===== src/rtl/alu_pipe_pkg.sv =====
// Shared constants and the opcode encoding for the two-stage integer ALU pipeline.
package alu_pipe_pkg;

  localparam int ROB_SIZE     = 4;  // ROB tag width
  localparam int RS_TYPE_SIZE = 4;  // opcode width
  localparam int XLEN         = 32;

  typedef enum logic [3:0] {
    ALU_ADD  = 4'd0,
    ALU_SUB  = 4'd1,
    ALU_SLL  = 4'd2,
    ALU_SLT  = 4'd3,
    ALU_SLTU = 4'd4,
    ALU_XOR  = 4'd5,
    ALU_SRL  = 4'd6,
    ALU_SRA  = 4'd7,
    ALU_OR   = 4'd8,
    ALU_AND  = 4'd9,
    ALU_BEQ  = 4'd10,
    ALU_BNE  = 4'd11,
    ALU_BLT  = 4'd12,
    ALU_BGE  = 4'd13,
    ALU_BLTU = 4'd14,
    ALU_BGEU = 4'd15
  } alu_op_e;

endpackage


===== src/rtl/alu_core.sv =====
// Pure combinational result function: arithmetic, logic, shifts and compare/branch flags.
module alu_core
  import alu_pipe_pkg::*;
(
  input  alu_op_e          op_i,
  input  logic [XLEN-1:0]  a_i,
  input  logic [XLEN-1:0]  b_i,
  output logic [XLEN-1:0]  result_o
);

  logic [4:0] shamt;
  logic       lt_s;
  logic       lt_u;
  logic       eq;

  assign shamt = b_i[4:0];
  assign lt_s  = $signed(a_i) < $signed(b_i);
  assign lt_u  = a_i < b_i;
  assign eq    = a_i == b_i;

  always_comb begin
    // NOTE: every output of a combinational block gets a default first so no path infers a latch.
    result_o = '0;
    case (op_i)
      ALU_ADD:  result_o = a_i + b_i;
      ALU_SUB:  result_o = a_i - b_i;
      ALU_SLL:  result_o = a_i << shamt;
      ALU_SLT:  result_o = {31'd0, lt_s};
      ALU_SLTU: result_o = {31'd0, lt_u};
      ALU_XOR:  result_o = a_i ^ b_i;
      ALU_SRL:  result_o = a_i >> shamt;
      ALU_SRA:  result_o = $signed(a_i) >>> shamt;
      ALU_OR:   result_o = a_i | b_i;
      ALU_AND:  result_o = a_i & b_i;
      ALU_BEQ:  result_o = {31'd0, eq};
      ALU_BNE:  result_o = {31'd0, ~eq};
      ALU_BLT:  result_o = {31'd0, lt_s};
      ALU_BGE:  result_o = {31'd0, ~lt_s};
      ALU_BLTU: result_o = {31'd0, lt_u};
      ALU_BGEU: result_o = {31'd0, ~lt_u};
      default:  result_o = '0;
    endcase
  end

endmodule


===== src/rtl/alu_pipe.sv =====
// Two-stage ALU pipeline: E1 captures the issued op, E2 holds the result broadcast on the CDB.
module alu_pipe
  import alu_pipe_pkg::*;
#(
  parameter int ROB_W = ROB_SIZE,
  parameter int OP_W  = RS_TYPE_SIZE
) (
  input  logic             clk,
  input  logic             rst,
  input  logic             rdy,
  input  logic             clear,
  input  logic             rs_shot,
  input  logic [XLEN-1:0]  alu_r1,
  input  logic [XLEN-1:0]  alu_r2,
  input  logic [ROB_W-1:0] alu_rob_id,
  input  logic [OP_W-1:0]  alu_work_type,
  output logic             alu_ready,
  output logic [ROB_W-1:0] inputalu_rob_id,
  output logic [XLEN-1:0]  alu_value,
  output logic [1:0]       alu_inflight
);

  logic             e1_vld_q, e1_vld_d;
  logic [XLEN-1:0]  e1_a_q, e1_a_d;
  logic [XLEN-1:0]  e1_b_q, e1_b_d;
  logic [OP_W-1:0]  e1_op_q, e1_op_d;
  logic [ROB_W-1:0] e1_tag_q, e1_tag_d;

  logic             e2_vld_q, e2_vld_d;
  logic [ROB_W-1:0] e2_tag_q, e2_tag_d;
  logic [XLEN-1:0]  e2_val_q, e2_val_d;

  logic [XLEN-1:0]  core_res;

  alu_core u_core (
    .op_i     (alu_op_e'(e1_op_q)),
    .a_i      (e1_a_q),
    .b_i      (e1_b_q),
    .result_o (core_res)
  );

  always_comb begin
    e1_vld_d = e1_vld_q;
    e1_a_d   = e1_a_q;
    e1_b_d   = e1_b_q;
    e1_op_d  = e1_op_q;
    e1_tag_d = e1_tag_q;
    e2_vld_d = e2_vld_q;
    e2_tag_d = e2_tag_q;
    e2_val_d = e2_val_q;

    if (rdy) begin
      if (clear) begin
        // Flush kills only the valid bits; payloads stay as they were.
        e1_vld_d = 1'b0;
        e2_vld_d = 1'b0;
      end else begin
        e1_vld_d = rs_shot;
        if (rs_shot) begin
          e1_a_d   = alu_r1;
          e1_b_d   = alu_r2;
          e1_op_d  = alu_work_type;
          e1_tag_d = alu_rob_id;
        end
        e2_vld_d = e1_vld_q;
        if (e1_vld_q) begin
          e2_tag_d = e1_tag_q;
          e2_val_d = core_res;
        end
      end
    end
  end

  always_ff @(posedge clk or negedge rst) begin
    if (!rst) begin
      // NOTE: datapath registers are reset too, so the broadcast bus reads zero while in reset.
      e1_vld_q <= 1'b0;
      e1_a_q   <= '0;
      e1_b_q   <= '0;
      e1_op_q  <= '0;
      e1_tag_q <= '0;
      e2_vld_q <= 1'b0;
      e2_tag_q <= '0;
      e2_val_q <= '0;
    end else begin
      // NOTE: state registers use non-blocking assignments so all of them update on the same edge.
      e1_vld_q <= e1_vld_d;
      e1_a_q   <= e1_a_d;
      e1_b_q   <= e1_b_d;
      e1_op_q  <= e1_op_d;
      e1_tag_q <= e1_tag_d;
      e2_vld_q <= e2_vld_d;
      e2_tag_q <= e2_tag_d;
      e2_val_q <= e2_val_d;
    end
  end

  assign alu_ready       = e2_vld_q;
  assign inputalu_rob_id = e2_tag_q;
  assign alu_value       = e2_val_q;
  assign alu_inflight    = {1'b0, e1_vld_q} + {1'b0, e2_vld_q};

endmodule


===== config.mk =====
export PLATFORM = sky130hd
export DESIGN_NAME = alu_pipe
export DESIGN_NICKNAME = d
export VERILOG_FILES = /design/src/rtl/alu_pipe_pkg.sv /design/src/rtl/alu_core.sv /design/src/rtl/alu_pipe.sv
export SDC_FILE = /design/constraint.sdc
export NUM_CORES = 1
export LEC_CHECK = 0
export CORE_MARGIN = 2
export CORE_UTILIZATION = 56
export DETAILED_ROUTE_END_ITERATION = 12
export DONT_BUFFER_PORTS = 1
export PLACE_DENSITY = 0.71
export SLEW_MARGIN = 20
export SYNTH_ARGS = -nofsm -noshare
export SYNTH_HDL_FRONTEND = slang
export SYNTH_SLANG_ARGS = --single-unit

===== constraint.sdc =====
create_clock -name clk -period 5.45 [get_ports clk]
set_clock_uncertainty 0.05 [all_clocks]
set_input_delay 0 -clock clk [delete_from_list [all_inputs] [get_ports clk]]
set_output_delay 0 -clock clk [all_outputs]
set_load 0.05 [all_outputs]

# --- Word-level counts from Yosys, hierarchy flattened ---
# Cells that the tools add are included.
# W data, S select, Z words.
word_totals:
  inputBits: 77
  ff_bits: 110
  out_inout_bits: 39
op_classes:
  addsub: 3
  mux: 3
  n_reduce_logical: 5
  eq_ne: 16
  n_lt_le_gt_ge: 2
  shifts: 3
  bitwise_logic: 7
ops:
  columns: ["op", "count"]
  rows:
  - ["$pmux W32 S14", 1]
  - ["$lt A32 B32 Y1", 2]
  - ["$add A32 B32 Y32", 1]
  - ["$and A32 B32 Y32", 1]
  - ["$eq A32 B32 Y1", 1]
  - ["$eq A4 B4 Y1 const B", 8]
  - ["$or A32 B32 Y32", 1]
  - ["$shl A32 B5 Y32", 1]
  - ["$shr A32 B5 Y32", 1]
  - ["$sshr A32 B5 Y32", 1]
  - ["$sub A32 B32 Y32", 1]
  - ["$xor A32 B32 Y32", 1]
  - ["$eq A4 B3 Y1 const B", 4]
  - ["$eq A4 B2 Y1 const B", 2]
  - ["$reduce_and A3 Y1", 2]
  - ["$eq A4 B1 Y1 const B", 1]
  - ["$logic_not A4 Y1", 1]
  - ["$not A1 Y1", 4]
  - ["$reduce_or A2 Y1", 2]
  - ["$add A1 B1 Y2", 1]
  - ["$mux W1", 2]

# --- Logic depth before layout (Yosys ltp) ---
# Gate-level depths: netlist (run 1).
logic_depth:
  ltp_word: 3
  ltp_mapped: 15
  mapped_depth_nobuf: 12

# --- Cells and area by module ---
# From an unflattened synthesis (run 1), not the netlist that was laid out.
hier_totals:
  cells_unflattened: 1468
  hier_area_um2: 12752.2
modules_own_cells:
  columns: ["module", "seq_area_each_um2", "area_per_inst_um2", "instances", "cells_per_inst"]
  rows:
  - ["alu_core", 0.0, 8282.9, 1, 1231]
  - ["alu_pipe", 2752.6, 4469.3, 1, 237]

# --- Least setup slack after synthesis (run 1) ---
# No wires, ideal clock.
synth_timing:
  path_type: "register to register"
  startpoint: "register e1_b_q[1]"
  endpoint: "register e2_val_q[29], in the netlist alu_value[29]"
  path_buffers: 4
  slack_ps: 1752
  t_required_ps: 5296
  path_stages_with_launch: 16
  synth_period_minus_slack_ps: 3698
  t_arrival_ps: 3545
  cell_sequence: "dfrtp_1 > inv_1 > buf_2 > buf_2 > buf_2 > buf_1 > ha_1 > o21bai_1 > nand2_1 > a311oi_1 > o2111ai_1 > nand4_1 > nand2_1 > nor3_1 > mux2_2 > a221oi_1"
synth_between:
  elab_chain_len: 2
synth_rtl:
  columns: ["element", "line_no", "source"]
  rows:
  - ["start: declaration", "alu_pipe.sv:25", "logic [XLEN-1:0] e1_b_q, e1_b_d;"]
  - ["start signal: assignment", "alu_pipe.sv:79", "e1_b_q <= '0;"]
  - ["start signal: assignment", "alu_pipe.sv:89", "e1_b_q <= e1_b_d;"]
  - ["$sub A32 B32 Y32 (tied with other cells)", "alu_core.sv:26", "ALU_SUB: result_o = a_i - b_i;"]
  - ["$pmux W32 S14 *", "alu_core.sv:24", "case (op_i)"]
  - ["end signal: assignment", "alu_pipe.sv:94", "e2_val_q <= e2_val_d;"]
  - ["end: declaration", "alu_pipe.sv:31", "logic [XLEN-1:0] e2_val_q, e2_val_d;"]
# Every way passes the cells marked *; elsewhere a longest branch is shown, timed or not.
# A chain may end at the register's enable or synchronous reset.

# --- Worst setup path after layout (run 1) ---
layout_timing:
  startpoint: "register e1_b_q[0]"
  endpoint: "register e2_val_q[28], in the netlist alu_value[28]"
# The elaborated chain is that of the path after synthesis.

==> results of run 1 <==
cell usage after synthesis (19+ instances only):
master	count	area share, %
nor2_1	150	4.3
nor3_1	30	1.1
mux2i_1	58	4.4
mux4_2	30	5.1
nand3_1	33	1.3
o211ai_1	27	1.5
ha_1	98	9.3
nand2_1	166	4.7
a31oi_1	19	0.91
a221oi_1	22	1.5
a211oi_1	30	1.7
clkbuf_1	55	1.6
mux2_2	90	7.7
buf_2	29	1.1
inv_1	104	3.0
dfrtp_1	110	21
a21oi_1	130	5.0
o21ai_0	103	3.9
per-layer routing:
layer / vias to the layer above / routed length, microns
met5: - / 0
met4: 0 / 2210
met3: 180 / 7190
met2: 1029 / 23600
met1: 6694 / 21900
li1: 6023 / -
metrics by stage:
step | area, sq um | cells | power (mW)
after floorplan | 13100 | 1624 | 4.21
after global placement | 13200 | 1860 | 5.24
after detailed placement | 13200 | 1860 | 5.26
after CTS | 14300 | 1951 | 6.08
after global routing | 14300 | 1951 | 6.54
final | 14300 | 1951 | 6.26
cells by family (layout without fill, tap and decap cells):
kind of cell,count (synthesis),count (layout)
AND/OR/NAND/NOR,473,473
buffers and inverters,225,233
XOR/XNOR,17,17
AO/OA/AOI/OAI,521,521
adder cells (fa/ha/maj),100,100
flip-flops,110,110
multiplexers,178,178
timing repair:
item / CTS / global route
gates resized for setup: 0 / 0
hold buffers: 75 / 0
endpoints found under the hold margin: 184 / 0
layout make-up:
cell class | count | share of cell area [%]
inverters | 105 | 2.76
repair buffers | 112 | 7.31
well taps | 319 | 2.79
clock buffers | 9 | 1.57
flip-flops and latches | 110 | 19.3
multi-input cells | 1289 | 65.6
clock inverters | 7 | 0.673
worst max-delay path, delay by kind of cell (launching register included):
family	cells	cell delay [ns]
buffers and inverters	1	0.06
AO/OA/AOI/OAI	7	2.12
adder cells (fa/ha/maj)	2	0.72
flip-flops	1	0.94
AND/OR/NAND/NOR	1	0.10
flip-flops by register name, summed over array words and instances (netlist names):
signal	cells
alu_ready	1
inputalu_rob_id	4
e1_op_q	4
e1_a_q	32
e1_tag_q	4
alu_value	32
e1_vld_q	1
e1_b_q	32
final timing paths:
kind                                          from                             end  slack (ns)  depth (start not counted)
max                          e1_b_q[0]$_DFFE_PN0P_       alu_value[28]$_DFFE_PN0P_        1.34                         11
min                                          clear        alu_value[3]$_DFFE_PN0P_        0.03                          4
max in group asynchronous                      rst       alu_value[17]$_DFFE_PN0P_        4.63                          2
min in group asynchronous                      rst       alu_value[28]$_DFFE_PN0P_        0.08                          2
min reg2reg                e1_tag_q[3]$_DFFE_PN0P_  inputalu_rob_id[3]$_DFFE_PN0P_        0.42                          2
max reg2reg                  e1_b_q[0]$_DFFE_PN0P_       alu_value[28]$_DFFE_PN0P_        1.34                         11
power groups by stage:
stage / clock network, mW / registers (mW) / logic [mW]
after global routing: 0.785 / 1.79 / 3.97
after floorplan: 0 / 1.62 / 2.59
after global placement: 0 / 1.75 / 3.49
final: 0.759 / 1.76 / 3.74
after detailed placement: 0 / 1.76 / 3.49
after CTS: 0.759 / 1.75 / 3.57
==> flow_metrics.tcl, run 1 <==
set metrics [dict create \
    ctsRootBufferMaster "clkbuf_16" \
    rows 56 \
    ys_async_sr_fraction_pct 100 \
    seq_power_share_pct 28.1 \
    fin_setup_tns_ns 0 \
    cts_setup_buffers 0 \
    routed_wl_microns 54900 \
    grt_max_degree 111 \
    gp_congestion 1.10 \
    synth_compound_area_share_pct 26.7 \
    ant_nets 0 \
    crit_arrival_ns 4.33 \
    die_h_microns 157 \
    synth_edf_count 0 \
    p_sw_share_pct 57.1 \
    track_usage_pct 44.2 \
    syn_area_sq_um 13100 \
    clockBufferDepth 2 \
    worst_slew_pin_slew_ns 0.959 \
    use_met2_pct 66.0 \
    min_period_ns 4.11 \
    synthFlopType "dfrtp_1" \
    use_met1_pct 60.6 \
    peakVddDrop_v 0.000283 \
    ys_warn_count 0 \
    cts_sinks 110 \
    crit_chain "ha_1 -> inv_1 -> fa_1 -> a21oi_1 -> o221ai_1 -> o21bai_1 -> a31oi_2 -> a31o_2 -> a211oi_1 -> nor4_1 -> o32a_1" \
    wl_per_cell_microns 28.2 \
    critPathMaxStageDelay_ns 0.94 \
    met3_usage_pct 13.1 \
    die_area_sq_um 24700 \
    cts_tree "yes" \
    fp.dieW_microns 157 \
    p_switching_mw 3.57 \
    clkPwrFrac_pct 12.1 \
    required_ns 5.67 \
    nets 1804 \
    rsz0062_at_grt "no" \
    endpoint_kind "flip-flop" \
    vias_per_cell 7.14 \
    synth-simple-area-share_pct 16.5 \
    p_leak_nw 5.97 \
    grt_pass1_vias 13000 \
    seq_area_frac_synth_pct 21.0 \
    startpoint_type "flip-flop" \
    globalRouteOverflowTotal 0 \
    crit_fanout 59 \
    worst_slack_ns 1.34 \
    maxSlewViolCount 0 \
    dp_hpwl_microns 40100 \
    hold_viol 0 \
    fill_cells 2115 \
    relSlewSlack_pct 34.4 \
    area_delta_synth_final_pct 9.02 \
    powerDensity_nw_per_um2 438 \
    dr.pass1.iters 8 \
    hold_slack_ns 0.0344 \
    multi_input_area_sq_um 9380 \
    drc 0 \
    path_class "reg -> reg" \
    pre_cts_ws_ns 1.43 \
    most-common-layout-cells "nand2_1 (165), nor2_1 (149), a21oi_1 (130)" \
    io_pins 116 \
    htree_levels 3 \
    max_freq_ghz 0.243 \
    via_count 13900 \
    finalSetupViolations 0 \
    antenna_found_initial 1 \
    comb_power_share_pct 59.8 \
    yosysUniqueCellTypes 86 \
    coreArea_sq_um 23300 \
    n_antenna_cell 0 \
    clk_pin_slew_ns 0.10 \
    cpMaxStageDelayCell "dfrtp_4" \
    period_share_pct 75.4 \
    final_common_cell "nand2_1" \
    syn_inst 1624 \
    synth.mux.area_fraction_pct 17.3 \
    avgSynthCellArea_sq_um 8.08 \
    p_int_mw 2.69 \
    synth_top_family_by_area "compound AO/OA/AOI/OAI gates" \
    synth_fp_nets 1801 \
    port_buffers 0 \
    initial_utilization_pct 56.4 \
    status "complete, no violations" \
    synth_xor_area_share_pct 1.13 \
    hold_class "in -> reg" \
    numCtsBuffers 9 \
    drive_gt1_share_pct 13.0 \
    synthAdderAreaFrac_pct 9.65 \
    final_util_pct 61.5 \
    final-seq-area_sq_um 2760 \
    busiest_layer "met2" \
    drt_first_iter_violations 2002 \
    maxCapViolations 0 \
    grt_pass1_wl_microns 81600 \
    ys_seq_elements 110 \
    clock_latency_ns 0.39 \
]
No activity file was read; power rests on OpenSTA's default activity.
==> inputs of run 2 (changes only) <==
Clock period 5.45 ns to 3.8 ns, I/O delays scaled along.
==> flow_metrics.tcl, run 2 (synthesized netlist as in run 1, its figures left out) <==
set metrics [dict create \
    status "complete, no violations" \
    most-common-layout-cells "nand2_1 (165), nor2_1 (149), a21oi_1 (130)" \
    min_period_ns 3.68 \
    stdcell_area_sq_um 14800 \
    coreArea_sq_um 23300 \
    rsz0062_at_grt "no" \
    clockBufferDepth 2 \
    die_area_sq_um 24700 \
    endpoint_kind "flip-flop" \
    p_int_mw 4.17 \
    drc 0 \
    period_share_pct 96.9 \
    final_util_pct 63.7 \
    finalSetupViolations 0 \
    die_h_microns 157 \
    p_sw_share_pct 55.4 \
    dr.pass1.iters 6 \
    antenna_found_initial 4 \
    comb_power_share_pct 62.0 \
    seq_power_share_pct 25.8 \
    rows 56 \
    final_common_cell "nand2_1" \
    p_switching_mw 5.17 \
    maxSlewViolCount 0 \
    grt_max_degree 111 \
    cts_tree "yes" \
    io_pins 116 \
    p_leak_nw 6.28 \
    vias_per_cell 7.02 \
    fill_cells 2035 \
    crit_arrival_ns 3.86 \
    startpoint_type "flip-flop" \
    gp_congestion 1.05 \
    grt_pass1_vias 13300 \
    fp.dieW_microns 157 \
    fin_setup_tns_ns 0 \
    drt_first_iter_violations 2107 \
    pre_cts_ws_ns 0.109 \
    clk_pin_slew_ns 0.08 \
    cts_sinks 110 \
    globalRouteOverflowTotal 0 \
    clkPwrFrac_pct 12.2 \
    port_buffers 0 \
    dp_hpwl_microns 42400 \
    nets 1865 \
    powerDensity_nw_per_um2 630 \
    placed_cell_area_sq_um 13700 \
    grt_pass1_wl_microns 83900 \
    relSlewSlack_pct 28.5 \
    hold_slack_ns 0.140 \
    peakVddDrop_v 0.000308 \
    max_freq_ghz 0.272 \
    wl_per_cell_microns 27.9 \
    path_class "reg -> reg" \
    required_ns 3.98 \
    ant_nets 0 \
    htree_levels 3 \
    area_delta_synth_final_pct 12.9 \
    via_count 14100 \
    routed_wl_microns 56100 \
    maxCapViolations 0 \
    hold_viol 0 \
    clock_latency_ns 0.38 \
    crit_fanout 12 \
    drive_gt1_share_pct 16.1 \
    ctsRootBufferMaster "clkbuf_16" \
    worst_slew_pin_slew_ns 1.05 \
    numCtsBuffers 9 \
    hold_class "in -> async" \
    worst_slack_ns 0.120 \
    r2r_slack_ns 0.12 \
    track_usage_pct 45.6 \
    initial_utilization_pct 56.4 \
]
## run 2: cell count changes in the layout (fill, tap and decap cells not counted), moves of 2 or more
cell	delta
inv_6	+4
inv_8	-2
bufinv_16	+2
buf_12	+3
buf_4	+58
clkinv_8	-2
## run 2: worst max-delay path: stages (launching register included)
cell       delay, ns
dfrtp_1         0.38
inv_1           0.07
ha_1            0.43
or4_1           0.58
a311oi_1        0.45
o2111ai_1       0.28
nand2_1         0.16
o21ai_0         0.14
mux2_2          0.32
a221oi_1        0.53
o21ai_1         0.15
## run 2: final timing paths
kind / start / end / depth (start not counted)
min in group clk: clear / alu_value[8]$_DFFE_PN0P_ / 4
worst min-delay path: rst / alu_value[27]$_DFFE_PN0P_ / 2
max in group asynchronous: rst / alu_value[0]$_DFFE_PN0P_ / 2
worst min register to register: e1_tag_q[3]$_DFFE_PN0P_ / inputalu_rob_id[3]$_DFFE_PN0P_ / 2
worst max register to register: e1_b_q[7]$_DFFE_PN0P_ / alu_value[23]$_DFFE_PN0P_ / 10
worst max-delay path: e1_b_q[7]$_DFFE_PN0P_ / alu_value[23]$_DFFE_PN0P_ / 10
## run 2: metal layers
| metal | up-vias | global-route usage [%] | share of wire [%] |
|---|---|---|---|
| li1 | 6134 | - | - |
| met1 | 6793 | 64.5 | 40 |
| met2 | 1025 | 66.0 | 42 |
| met3 | 164 | 12.7 | 14 |
| met4 | 6 | 17.1 | 4.1 |
| met5 | - | 0 | 0.068 |
## run 2: power by group through the flow
stage	Sequential [mW]	Combinational [mW]	Clock, mW
final	2.41	5.79	1.14
after global routing	2.44	6.14	1.19
after CTS	2.39	5.54	1.14
after detailed placement	2.41	5.43	0
after global placement	2.40	5.41	0
after floorplan	2.32	3.72	0
## run 2: layout make-up
| cell class | instances | area [sq um] | area share (%) |
|---|---|---|---|
| antenna | 1 | 2.50 | 0.0169 |
| clock buffer | 9 | 225 | 1.52 |
| clock inverter | 7 | 111 | 0.751 |
| inverter | 105 | 394 | 2.66 |
| multi-input combinational | 1289 | 9380 | 63.3 |
| sequential | 110 | 2760 | 18.6 |
| tap | 319 | 399 | 2.69 |
| timing repair buffer | 173 | 1540 | 10.4 |
## run 2: stage by stage
stage,total power [mW],std cells
floorplan,6.04,1624
finish,9.34,2013
global route,9.76,2012
CTS,9.08,2012
global placement,7.81,1921
detailed placement,7.84,1921
## run 2: timing repair
item,4_1_cts,5_1_grt
endpoints found under the setup margin,0,2
gates resized for setup,0,2
setup buffers,0,0
endpoints found under the hold margin,184,0
hold buffers,75,0
